===== src/rtl/acc_monitor_tx_pkg.sv =====
// Shared definitions for the accumulator-monitor UART transmitter:
// default parameters, TX FSM encoding and the FIFO occupancy helper.
package acc_monitor_tx_pkg;

  localparam int unsigned CLKS_PER_BIT_DEF = 32'd4;
  localparam int unsigned FIFO_DEPTH_DEF   = 32'd4;
  localparam int unsigned DATA_W           = 32'd8;
  localparam int unsigned COUNT_W          = 32'd5;

  typedef enum logic [1:0] {
    ST_IDLE  = 2'd0,
    ST_START = 2'd1,
    ST_DATA  = 2'd2,
    ST_STOP  = 2'd3
  } tx_state_e;

  // Occupancy after one cycle; push and pop together leave it unchanged.
  function automatic logic [COUNT_W-1:0] count_step(input logic [COUNT_W-1:0] cnt,
                                                    input logic inc,
                                                    input logic dec);
    logic [COUNT_W-1:0] res;
    res = cnt;
    if (inc && !dec) begin
      res = cnt + 5'd1;
    end else if (dec && !inc) begin
      res = cnt - 5'd1;
    end else begin
      res = cnt;
    end
    return res;
  endfunction

endpackage


===== src/rtl/acc_monitor_tx_if.sv =====
// Bus bundle between the datapath (master) and the monitor transmitter (slave).
interface acc_monitor_tx_if;
  logic [7:0] fpga_data;
  logic       enable;
  logic       tx;
  logic       busy;
  logic       overflow;
  logic [4:0] fifo_count;

  modport master (
    output fpga_data, enable,
    input  tx, busy, overflow, fifo_count
  );

  modport slave (
    input  fpga_data, enable,
    output tx, busy, overflow, fifo_count
  );
endinterface


===== src/rtl/acc_monitor_tx_sync_fifo.sv =====
// Synchronous FIFO with power-of-two depth; a push while full is taken only
// when a pop frees the head slot in the same cycle.
module sync_fifo
  import acc_monitor_tx_pkg::*;
#(
  parameter int unsigned WIDTH = 32'd8,
  parameter int unsigned DEPTH = FIFO_DEPTH_DEF
) (
  input  logic               clk,
  input  logic               rst,
  input  logic               push_i,
  input  logic               pop_i,
  input  logic [WIDTH-1:0]   data_in_i,
  output logic [WIDTH-1:0]   data_out_o,
  output logic [COUNT_W-1:0] count_o,
  output logic               full_o
);

  localparam int unsigned   PW      = $clog2(DEPTH);
  localparam logic [PW-1:0] PTR_ONE = PW'(1'b1);

  logic [WIDTH-1:0]   mem_q [DEPTH];
  logic [PW-1:0]      wr_ptr_q;
  logic [PW-1:0]      rd_ptr_q;
  logic [COUNT_W-1:0] count_q;
  logic               do_push_s;
  logic               do_pop_s;

  assign full_o     = (count_q == COUNT_W'(DEPTH));
  assign count_o    = count_q;
  assign data_out_o = mem_q[rd_ptr_q];

  // Qualify requests against current occupancy.
  always_comb begin
    do_pop_s  = pop_i && (count_q != 5'd0);
    do_push_s = push_i && (!full_o || do_pop_s);
  end

  // Pointer and occupancy bookkeeping.
  always_ff @(posedge clk or posedge rst) begin
    if (rst) begin
      wr_ptr_q <= '0;
      rd_ptr_q <= '0;
      count_q  <= 5'd0;
    end else begin
      if (do_push_s) begin
        wr_ptr_q <= wr_ptr_q + PTR_ONE;
      end
      if (do_pop_s) begin
        rd_ptr_q <= rd_ptr_q + PTR_ONE;
      end
      count_q <= count_step(count_q, do_push_s, do_pop_s);
    end
  end

  // Storage array write port.
  always_ff @(posedge clk) begin
    if (do_push_s) begin
      mem_q[wr_ptr_q] <= data_in_i;
    end
  end

endmodule


===== src/rtl/acc_monitor_tx.sv =====
// Accumulator change monitor: queues every new value of fpga_data and sends
// each one out as an 8N1 UART frame, LSB first.
module acc_monitor_tx
  import acc_monitor_tx_pkg::*;
#(
  parameter int unsigned CLKS_PER_BIT = CLKS_PER_BIT_DEF,
  parameter int unsigned FIFO_DEPTH   = FIFO_DEPTH_DEF
) (
  input  logic            clk,
  input  logic            rst,
  acc_monitor_tx_if.slave bus
);

  localparam logic [15:0] BIT_LAST = 16'(CLKS_PER_BIT - 32'd1);

  tx_state_e          state_q;
  logic [15:0]        cnt_q;
  logic [2:0]         bit_q;
  logic [7:0]         shift_q;
  logic               tx_q;
  logic               busy_q;
  logic               overflow_q;
  logic [7:0]         last_val_q;

  logic               push_req_s;
  logic               push_acc_s;
  logic               pop_s;
  logic               full_s;
  logic               bit_end_s;
  logic               nxt_idle_s;
  logic [7:0]         head_s;
  logic [COUNT_W-1:0] count_s;
  logic [COUNT_W-1:0] count_nxt_s;

  sync_fifo #(
    .WIDTH (DATA_W),
    .DEPTH (FIFO_DEPTH)
  ) u_fifo (
    .clk        (clk),
    .rst        (rst),
    .push_i     (push_acc_s),
    .pop_i      (pop_s),
    .data_in_i  (bus.fpga_data),
    .data_out_o (head_s),
    .count_o    (count_s),
    .full_o     (full_s)
  );

  // Change detection, FIFO handshake and look-ahead for the busy flop.
  always_comb begin
    push_req_s  = bus.enable && (bus.fpga_data != last_val_q);
    pop_s       = (state_q == ST_IDLE) && (count_s != 5'd0);
    push_acc_s  = push_req_s && (!full_s || pop_s);
    bit_end_s   = (cnt_q == BIT_LAST);
    count_nxt_s = count_step(count_s, push_acc_s, pop_s);
    nxt_idle_s  = ((state_q == ST_IDLE) && !pop_s) ||
                  ((state_q == ST_STOP) && bit_end_s);
  end

  // Last seen value and sticky drop flag; last_val moves even on a drop.
  always_ff @(posedge clk or posedge rst) begin
    if (rst) begin
      last_val_q <= 8'h00;
      overflow_q <= 1'b0;
    end else begin
      if (push_req_s) begin
        last_val_q <= bus.fpga_data;
      end
      if (push_req_s && !push_acc_s) begin
        overflow_q <= 1'b1;
      end
    end
  end

  // TX FSM; tx_q is loaded with the level of the upcoming state/bit.
  always_ff @(posedge clk or posedge rst) begin
    if (rst) begin
      state_q <= ST_IDLE;
      cnt_q   <= 16'd0;
      bit_q   <= 3'd0;
      shift_q <= 8'h00;
      tx_q    <= 1'b1;
      busy_q  <= 1'b0;
    end else begin
      busy_q <= !nxt_idle_s || (count_nxt_s != 5'd0);
      case (state_q)
        ST_IDLE: begin
          tx_q <= 1'b1;
          if (pop_s) begin
            shift_q <= head_s;
            cnt_q   <= 16'd0;
            bit_q   <= 3'd0;
            tx_q    <= 1'b0;
            state_q <= ST_START;
          end
        end
        ST_START: begin
          if (bit_end_s) begin
            cnt_q   <= 16'd0;
            tx_q    <= shift_q[0];
            state_q <= ST_DATA;
          end else begin
            cnt_q <= cnt_q + 16'd1;
          end
        end
        ST_DATA: begin
          if (bit_end_s) begin
            cnt_q <= 16'd0;
            if (bit_q == 3'd7) begin
              tx_q    <= 1'b1;
              state_q <= ST_STOP;
            end else begin
              shift_q <= {1'b0, shift_q[7:1]};
              tx_q    <= shift_q[1];
              bit_q   <= bit_q + 3'd1;
            end
          end else begin
            cnt_q <= cnt_q + 16'd1;
          end
        end
        ST_STOP: begin
          tx_q <= 1'b1;
          if (bit_end_s) begin
            cnt_q   <= 16'd0;
            state_q <= ST_IDLE;
          end else begin
            cnt_q <= cnt_q + 16'd1;
          end
        end
        default: begin
          cnt_q   <= 16'd0;
          tx_q    <= 1'b1;
          state_q <= ST_IDLE;
        end
      endcase
    end
  end

  assign bus.tx         = tx_q;
  assign bus.busy       = busy_q;
  assign bus.overflow   = overflow_q;
  assign bus.fifo_count = count_s;

endmodule


===== src/flat_wrapper.sv =====
// flat-port wrapper written by rule: the top's interface ports become plain ports
module acc_monitor_tx_flat import acc_monitor_tx_pkg::*;
#(
  parameter int unsigned CLKS_PER_BIT = CLKS_PER_BIT_DEF,
  parameter int unsigned FIFO_DEPTH   = FIFO_DEPTH_DEF
)
  (clk, rst, bus_fpga_data, bus_enable, bus_tx, bus_busy, bus_overflow, bus_fifo_count);
  acc_monitor_tx_if bus_i ();
  input  logic clk;
  input  logic rst;
  input wire logic [$bits(bus_i.fpga_data)-1:0] bus_fpga_data;
  input wire logic [$bits(bus_i.enable)-1:0] bus_enable;
  output wire logic [$bits(bus_i.tx)-1:0] bus_tx;
  output wire logic [$bits(bus_i.busy)-1:0] bus_busy;
  output wire logic [$bits(bus_i.overflow)-1:0] bus_overflow;
  output wire logic [$bits(bus_i.fifo_count)-1:0] bus_fifo_count;
  assign bus_i.fpga_data = bus_fpga_data;
  assign bus_i.enable = bus_enable;
  assign bus_tx = bus_i.tx;
  assign bus_busy = bus_i.busy;
  assign bus_overflow = bus_i.overflow;
  assign bus_fifo_count = bus_i.fifo_count;
  acc_monitor_tx #(.CLKS_PER_BIT(CLKS_PER_BIT), .FIFO_DEPTH(FIFO_DEPTH)) u_core (.clk(clk), .rst(rst), .bus(bus_i));
endmodule

===== config.mk =====
export PLATFORM = sky130hd
export DESIGN_NAME = acc_monitor_tx_flat
export DESIGN_NICKNAME = d
export VERILOG_FILES = /design/src/rtl/acc_monitor_tx_pkg.sv /design/src/rtl/acc_monitor_tx_if.sv /design/src/rtl/acc_monitor_tx_sync_fifo.sv /design/src/rtl/acc_monitor_tx.sv /design/src/flat_wrapper.sv
export SDC_FILE = /design/constraint.sdc
export NUM_CORES = 1
export LEC_CHECK = 0
export ABC_AREA = 0
export CORE_UTILIZATION = 39
export CTS_BUF_LIST = sky130_fd_sc_hd__clkbuf_8
export CTS_CLUSTER_DIAMETER = 50
export DETAILED_ROUTE_END_ITERATION = 8
export PLACE_DENSITY = 0.67
export SYNTH_ARGS = -nofsm -noshare
export SYNTH_HDL_FRONTEND = slang
export SYNTH_SLANG_ARGS = --single-unit

===== constraint.sdc =====
create_clock -name clk -period 4.8 [get_ports clk]
set_input_delay 0.48 -clock clk [delete_from_list [all_inputs] [get_ports clk]]
set_output_delay 0.48 -clock clk [all_outputs]
set_load 0.01 [all_outputs]

=== Yosys cells after proc, flatten, opt, wreduce, memory -nomap -nowiden ===
Memory sizes are Yosys's and may differ from the RTL's.
Index checks and enable logic that the tools add are counted.

* Multiplexer cells: 28
* Reduce and logical (&&, ||, !) cells: 31
* Add/sub/neg operators: 6
* Equal/unequal tests: 13

{| class="wikitable"
|+ Operators with widths
! operator !! count
|-
| 16-bit two-way mux || 2
|-
| 16-bit case mux with 2 select lines || 1
|-
| 8-bit two-way mux || 3
|-
| 5-bit two-way mux || 4
|-
| 16-bit by 1-bit adder with 16-bit output (second input constant) || 1
|-
| 16-bit by 2-bit == test with 1-bit output (second input constant) || 1
|-
| 8-bit case mux with 2 select lines || 1
|-
| 1-bit logical AND || 12
|-
| 2-bit two-way mux || 5
|-
| 5-bit nonzero test || 2
|-
| 3-bit two-way mux || 3
|-
| 2-bit by 1-bit inequality test with 1-bit output (second input constant) || 4
|-
| 8-bit inequality test || 1
|-
| 2-bit case mux with 4 select lines || 1
|-
| 1-bit logical NOT || 6
|-
| 1-bit two-way mux || 6
|-
| 3-bit case mux with 2 select lines || 1
|-
| 5-bit by 1-bit adder with 5-bit output (second input constant) || 1
|-
| 5-bit by 3-bit == test with 1-bit output (second input constant) || 1
|-
| 5-bit AND reduction || 1
|-
| 5-bit by 1-bit subtractor with 5-bit output (second input constant) || 1
|-
| 2-bit by 1-bit adder with 2-bit output (second input constant) || 2
|-
| 2-bit == test (second input constant) || 2
|-
| 1-bit logical OR || 4
|-
| other kinds (10) || 12
|}

* RAM bits: 32
* Word-level logic and storage cells: 90
* Output and inout bits: 8
* Input port bits: 11
* Memories kept: 1
* Register bits: 49

{| class="wikitable"
|+ Memories
! name !! words !! bits a word !! read ports !! clocked after memory_dff !! write ports !! line !! text
|-
| u_core.u_fifo.mem_q || 4 || 8 || 1 || 0 || 1 || acc_monitor_tx_sync_fifo.sv:22 || <nowiki>logic [WIDTH-1:0] mem_q [DEPTH];</nowiki>
|}

=== Longest topological paths before layout ===
* Word-level depth: 10
* Mapped depth: 9
* Gate-level depth less buffers: 9

=== Cells and area by module ===
From an unflattened synthesis, not the netlist that was laid out.

* Cell total of the unflattened synthesis: 352
* Area total of the unflattened synthesis: 4136.5 um2

{| class="wikitable"
|+ Modules (own cells, without submodules)
! module !! area each (um2) !! instances !! seq. area each (um2) !! cells an instance
|-
| acc_monitor_tx || 2348.5 || 1 || 1002.2 || 246
|-
| sync_fifo || 1788.0 || 1 || 1186.1 || 106
|}

=== Worst setup path after synthesis ===
No wires, ideal clock.

* Path kind: reg2reg
* From: reg u_core.state_q[0]
* To: reg u_core.u_fifo.count_q[4], in the netlist u_core.u_fifo.count_o[4]
* Path buffers: 1
* Data required time: 4.721 ns
* Setup time: 0.079 ns
* Stages on the path, launching flop included: 10
* Period minus slack after synthesis: 2.695 ns
* Slack: 2.105 ns
* Arrival: 2.616 ns
* Cells stage by stage: dfrtp_1 inv_1 ha_1 clkbuf_1 a21boi_1 inv_1 ha_1 or4b_2 a21oi_1 xor2_1

* Word-level cells in the longest chain between the ends: 8
* Elaborated cells between the ends (all ways): 13
* Classes of those cells: mux: 1; reduce/logical: 12

{| class="wikitable"
|+ RTL lines
! item !! line !! text
|-
| start: declaration || acc_monitor_tx.sv:16 || <nowiki>tx_state_e state_q;</nowiki>
|-
| start signal: assignment || acc_monitor_tx.sv:78 || <nowiki>state_q <= ST_IDLE;</nowiki>
|-
| start signal: assignment || acc_monitor_tx.sv:94 || <nowiki>state_q <= ST_START;</nowiki>
|-
| start signal: assignment || acc_monitor_tx.sv:101 || <nowiki>state_q <= ST_DATA;</nowiki>
|-
| 2-bit logical NOT (*) || acc_monitor_tx.sv:52 || <nowiki>pop_s = (state_q == ST_IDLE) && (count_s != 5'd0);</nowiki>
|-
| 1-bit logical AND (*) || acc_monitor_tx.sv:52 ||
|-
| 1-bit logical OR / 1-bit logical AND (equally long branches) || acc_monitor_tx.sv:53, acc_monitor_tx_sync_fifo.sv:35 ||
|-
| 1-bit logical AND / 1-bit logical OR (equally long branches) || acc_monitor_tx.sv:53, acc_monitor_tx_sync_fifo.sv:36 ||
|-
| 1-bit logical AND || acc_monitor_tx_sync_fifo.sv:36 || <nowiki>do_push_s = push_i && (!full_o || do_pop_s);</nowiki>
|-
| 1-bit logical NOT || acc_monitor_tx_pkg.sv:25 || <nowiki>end else if (dec && !inc) begin</nowiki>
|-
| 1-bit logical AND || acc_monitor_tx_pkg.sv:25 ||
|-
| 2-bit nonzero test (no source line) || - ||
|-
| end signal: assignment || acc_monitor_tx_sync_fifo.sv:52 || <nowiki>count_q <= count_step(count_q, do_push_s, do_pop_s);</nowiki>
|-
| end: declaration || acc_monitor_tx_sync_fifo.sv:25 || <nowiki>logic [COUNT_W-1:0] count_q;</nowiki>
|}

Mark *: on every way between the ends. The rest lies on a longest branch, timed or not.
A chain may end at the register's enable or synchronous reset.

=== Worst setup path in the final report ===
* From: in bus_fpga_data[2]
* To: reg u_core.u_fifo.count_q[4], in the netlist u_core.u_fifo.count_o[4]

* Word-level cells in the longest chain between the ends: 7
* Elaborated cells between the ends (all ways): 9
* Classes of those cells: eq/ne: 1; mux: 1; reduce/logical: 7

{| class="wikitable"
|+ RTL lines
! item !! line !! text
|-
| start: declaration || flat_wrapper.sv:11 || <nowiki>input wire logic [$bits(bus_i.fpga_data)-1:0] bus_fpga_data;</nowiki>
|-
| 8-bit inequality test (*) || acc_monitor_tx.sv:51 || <nowiki>push_req_s = bus.enable && (bus.fpga_data != last_val_q);</nowiki>
|-
| 1-bit logical AND (*) || acc_monitor_tx.sv:51 ||
|-
| 1-bit logical AND (*) || acc_monitor_tx.sv:53 || <nowiki>push_acc_s = push_req_s && (!full_s || pop_s);</nowiki>
|-
| 1-bit logical AND (*) || acc_monitor_tx_sync_fifo.sv:36 ||
|-
| named net u_core.u_fifo.do_push_s || acc_monitor_tx_sync_fifo.sv:26 || <nowiki>logic do_push_s;</nowiki>
|-
| 1-bit logical NOT || acc_monitor_tx_pkg.sv:25 ||
|-
| 1-bit logical AND || acc_monitor_tx_pkg.sv:25 ||
|-
| 2-bit nonzero test (no source line) || - ||
|}

The timed path passes the listed nets; every way through them passes the cells marked *.

==> results.py <==
metrics = {
    "synth": {
        "synthesis.nets": 366,
        "netlist.area_leader.share_pct": 29.9,
        "synth.area.top_cells": "dfrtp_1, edfxtp_1, ha_1",
        "synthCells": 339,
        "netlist_area_mm2": 0.00401,
        "synth_ff_type": "dfrtp_1",
        "async_flop_share_pct": 60.5,
        "synth_cell_types": 45,
        "synth_largest_area_cell": "dfrtp_1",
        "synth_seq_cells": 81,
        "synth_area_per_cell_um2": 11.8,
        "synth_edf_count": 32,
        "yosys_warnings": 0,
        "synth_seq_area_share_pct": 54.5,
    },
    "floorplan": {
        "dieArea_mm2": 0.0107,
        "fp.dieH_um": 103,
        "num_io_pins": 19,
        "placement_rows": 36,
        "initial_core_util_pct": 40.7,
        "core_mm2": 0.00986,
        "die-width_um": 103,
    },
    "drt": {
        "first_pass_iters": 4,
        "routed_wl_um": 7080,
        "postRouteAntennaNets": 0,
        "num_vias": 2529,
        "drcViolationCount": 0,
        "drtIter0Drc": 129,
        "avgRoutedWirePerCell_um": 14.4,
        "viasPerCell": 5.15,
    },
    "sta": {
        "maxSlewHeadroom_pct": 33.0,
        "layout_setup_ws_ps": 1590,
        "grt_setup_unrepaired": "no",
        "setup-violations-final": 0,
        "drv_slew": 0,
        "worst_pin_slew_ps": 1010,
        "setup_tns_ps": 0,
        "finalCritPeriodShare_pct": 66.9,
        "skew_ps": 8.63,
        "fmax_ghz": 0.311,
        "post-route-min-period_ps": 3210,
        "final_hold_viol_count": 0,
    },
    "finish": {
        "nets": 380,
        "design_area_mm2": 0.00449,
        "drive_above_1_share_pct": 12.8,
        "fin_cells": 491,
        "n_fill_cell": 879,
        "diodes": 0,
        "area_delta_synth_final_pct": 11.8,
    },
    "power_and_ir_drop": {
        "ir_worst_vdd_uv": 325,
        "power.density_mw_per_mm2": 570,
        "power.total_mw": 2.56,
        "p_leak_nw": 1.84,
    },
    "clock_tree": {
        "cts_inserted_buffers": 9,
        "clock_latency_ps": 360,
        "clk_pin_slew_ps": 90,
        "cts_htree_levels": 3,
        "cts_tree": "done",
        "hold_buffers": 0,
        "cts_resized": 0,
        "clock-root-buffer": "clkbuf_8",
        "postCtsSetupRepairBufs": 0,
        "cts.sinks": 81,
        "cts_buffer_depth": 2,
    },
    "place": {
        "io_buffers": 18,
        "post_dp_cell_area_mm2": 0.00429,
        "place_congestion": 0.834,
        "dp_slack_ps": 1210,
        "placed_cells": 475,
        "place_hpwl_um": 4820,
    },
    "critical_path": {
        "path_delay_family": "simple AND/OR/NAND/NOR gates",
        "worst-endpoint-arrival_ps": 3490,
        "startpoint_type": "primary input",
        "path_cells": "clkdlybuf4s50_1, xor2_1, nor4_1, a21o_1, nor2_1, ha_1, or4b_2, a21oi_1, xor2_1",
        "crit_required_ps": 5080,
        "crit_path_top_delay_cell": "or4b_2",
        "crit_type": "primary input to flop",
        "critPathMaxStageDelay_ps": 620,
        "end_kind": "flop",
        "cpMostUsedCell": "xor2_1",
        "cp_max_fo": 11,
        "crit_buf_inv": 1,
    },
    "global_route": {
        "grt_pass1_vias": 2481,
        "grt_pass1_wl_um": 11900,
        "grt_max_degree": 50,
        "antenna_found_initial": 0,
        "grt.total_usage_pct": 14.7,
        "grt_overflow": 0,
    },
    "run": {
        "maxCapViolations": 0,
    },
    "min_path": {
        "hp-class": "flop to flop",
    },
    "outcome": {
        "status": "completed",
    },
}
-- through the flow --
| step | hold WS (ps) | utilization (%) |
|---|---|---|
| global placement | 441 | 43.4 |
| finish | 466 | 45.5 |
| CTS | 471 | 45.5 |
| detailed placement | 445 | 43.4 |
| global route | 501 | 45.5 |
| floorplan | 466 | - |
-- sequential cells by signal, summed over array words and instances (netlist names) --
name	flops
u_core.u_fifo.mem_q	32
u_core.cnt_q	16
u_core.last_val_q	8
u_core.shift_q	8
u_core.u_fifo.count_o	5
u_core.bit_q	3
u_core.state_q	2
u_core.u_fifo.rd_ptr_q	2
u_core.u_fifo.wr_ptr_q	2
u_core.bus.busy	1
u_core.bus.overflow	1
u_core.bus.tx	1
-- worst register-to-register path, cell delays in order, from the launching register on --
cell	delay, ps
dfrtp_1	420
inv_1	130
ha_1	440
a21boi_1	670
inv_1	100
ha_1	280
or4b_2	620
a21oi_1	190
xor2_1	160
-- final timing paths --
kind	start	to	slack (ps)	depth (start not counted)
setup / recovery	bus_fpga_data[2]	u_core.u_fifo.count_o[4]	1590	9
hold / removal	u_core.bus.overflow	u_core.bus.overflow	470	1
setup reg to reg	u_core.state_q[0]	u_core.u_fifo.count_o[4]	1720	8
hold reg to reg	u_core.bus.overflow	u_core.bus.overflow	470	1
max in group asynchronous	rst	u_core.bit_q[1]	3790	3
min in group asynchronous	rst	u_core.u_fifo.count_o[3]	600	3
-- synth_stat cells (2+ instances only) --
cell type,number
or4_1,2
buf_2,8
nand2b_1,3
nand4_1,7
mux2i_1,5
mux2_2,8
inv_1,13
and3_1,5
mux2_4,8
or3_1,2
clkbuf_1,6
dfrtp_1,48
xnor2_1,4
nor4_1,8
nand2_1,48
a22o_1,2
nand3_1,10
mux4_2,8
nor2_1,12
ha_1,16
o21ai_0,21
nor3_1,9
a211oi_1,2
edfxtp_1,32
xor2_1,18
a21oi_1,7
nor2b_1,2
and4_1,2
a21o_1,7
-- kinds of logic (layout without fill, tap and decap cells) --
family / after synthesis / after routing / synth area share (%)
xor gates and xnor gates: 22 / 22 / 4.80
adders and majority gates: 16 / 16 / 4.99
DFF: 81 / 81 / 54.5
AOI/OAI and AO/OA: 46 / 46 / 7.05
muxes: 30 / 30 / 11.3
and+or+nand+nor: 115 / 115 / 14.1
buffers and inverters: 29 / 48 / 3.24
-- per-layer routing --
metal | wire, um | vias to the layer above | share of wire (%) | global-route usage, %
met5 | 0 | - | 0 | 0
met4 | 112 | 0 | 1.6 | 6.50
met3 | 191 | 8 | 2.7 | 3.23
met2 | 3280 | 37 | 46 | 22.8
met1 | 3490 | 1241 | 49 | 20.1
li1 | - | 1243 | - | -
-- layout make-up --
cell class	count	area [um^2]	area share, %
inverter	13	48.8	1.09
tap	133	166	3.71
timing repair buffer	19	188	4.18
clock inverter	7	78.8	1.76
multi-input combinational	229	1690	37.7
sequential	81	2190	48.8
clock buffer	9	124	2.76
-- power by group --
group,switching [mW],internal [mW],total [mW]
clock network,0.290,0.209,0.499
logic,0.463,0.511,0.974
registers,0.178,0.907,1.08
-- cells in the final DEF, fill, tap and decap left out, types with 9 or more instances in the layout --
cell type         n
nor3_1            9
edfxtp_1         32
nand3_1          10
o21ai_0          21
nand2_1          48
dfrtp_1          48
clkbuf_8          9
inv_1            12
ha_1             16
clkdlybuf4s50_1  18
nor2_1           12
xor2_1           18
No activity file was read; power rests on OpenSTA's default activity.
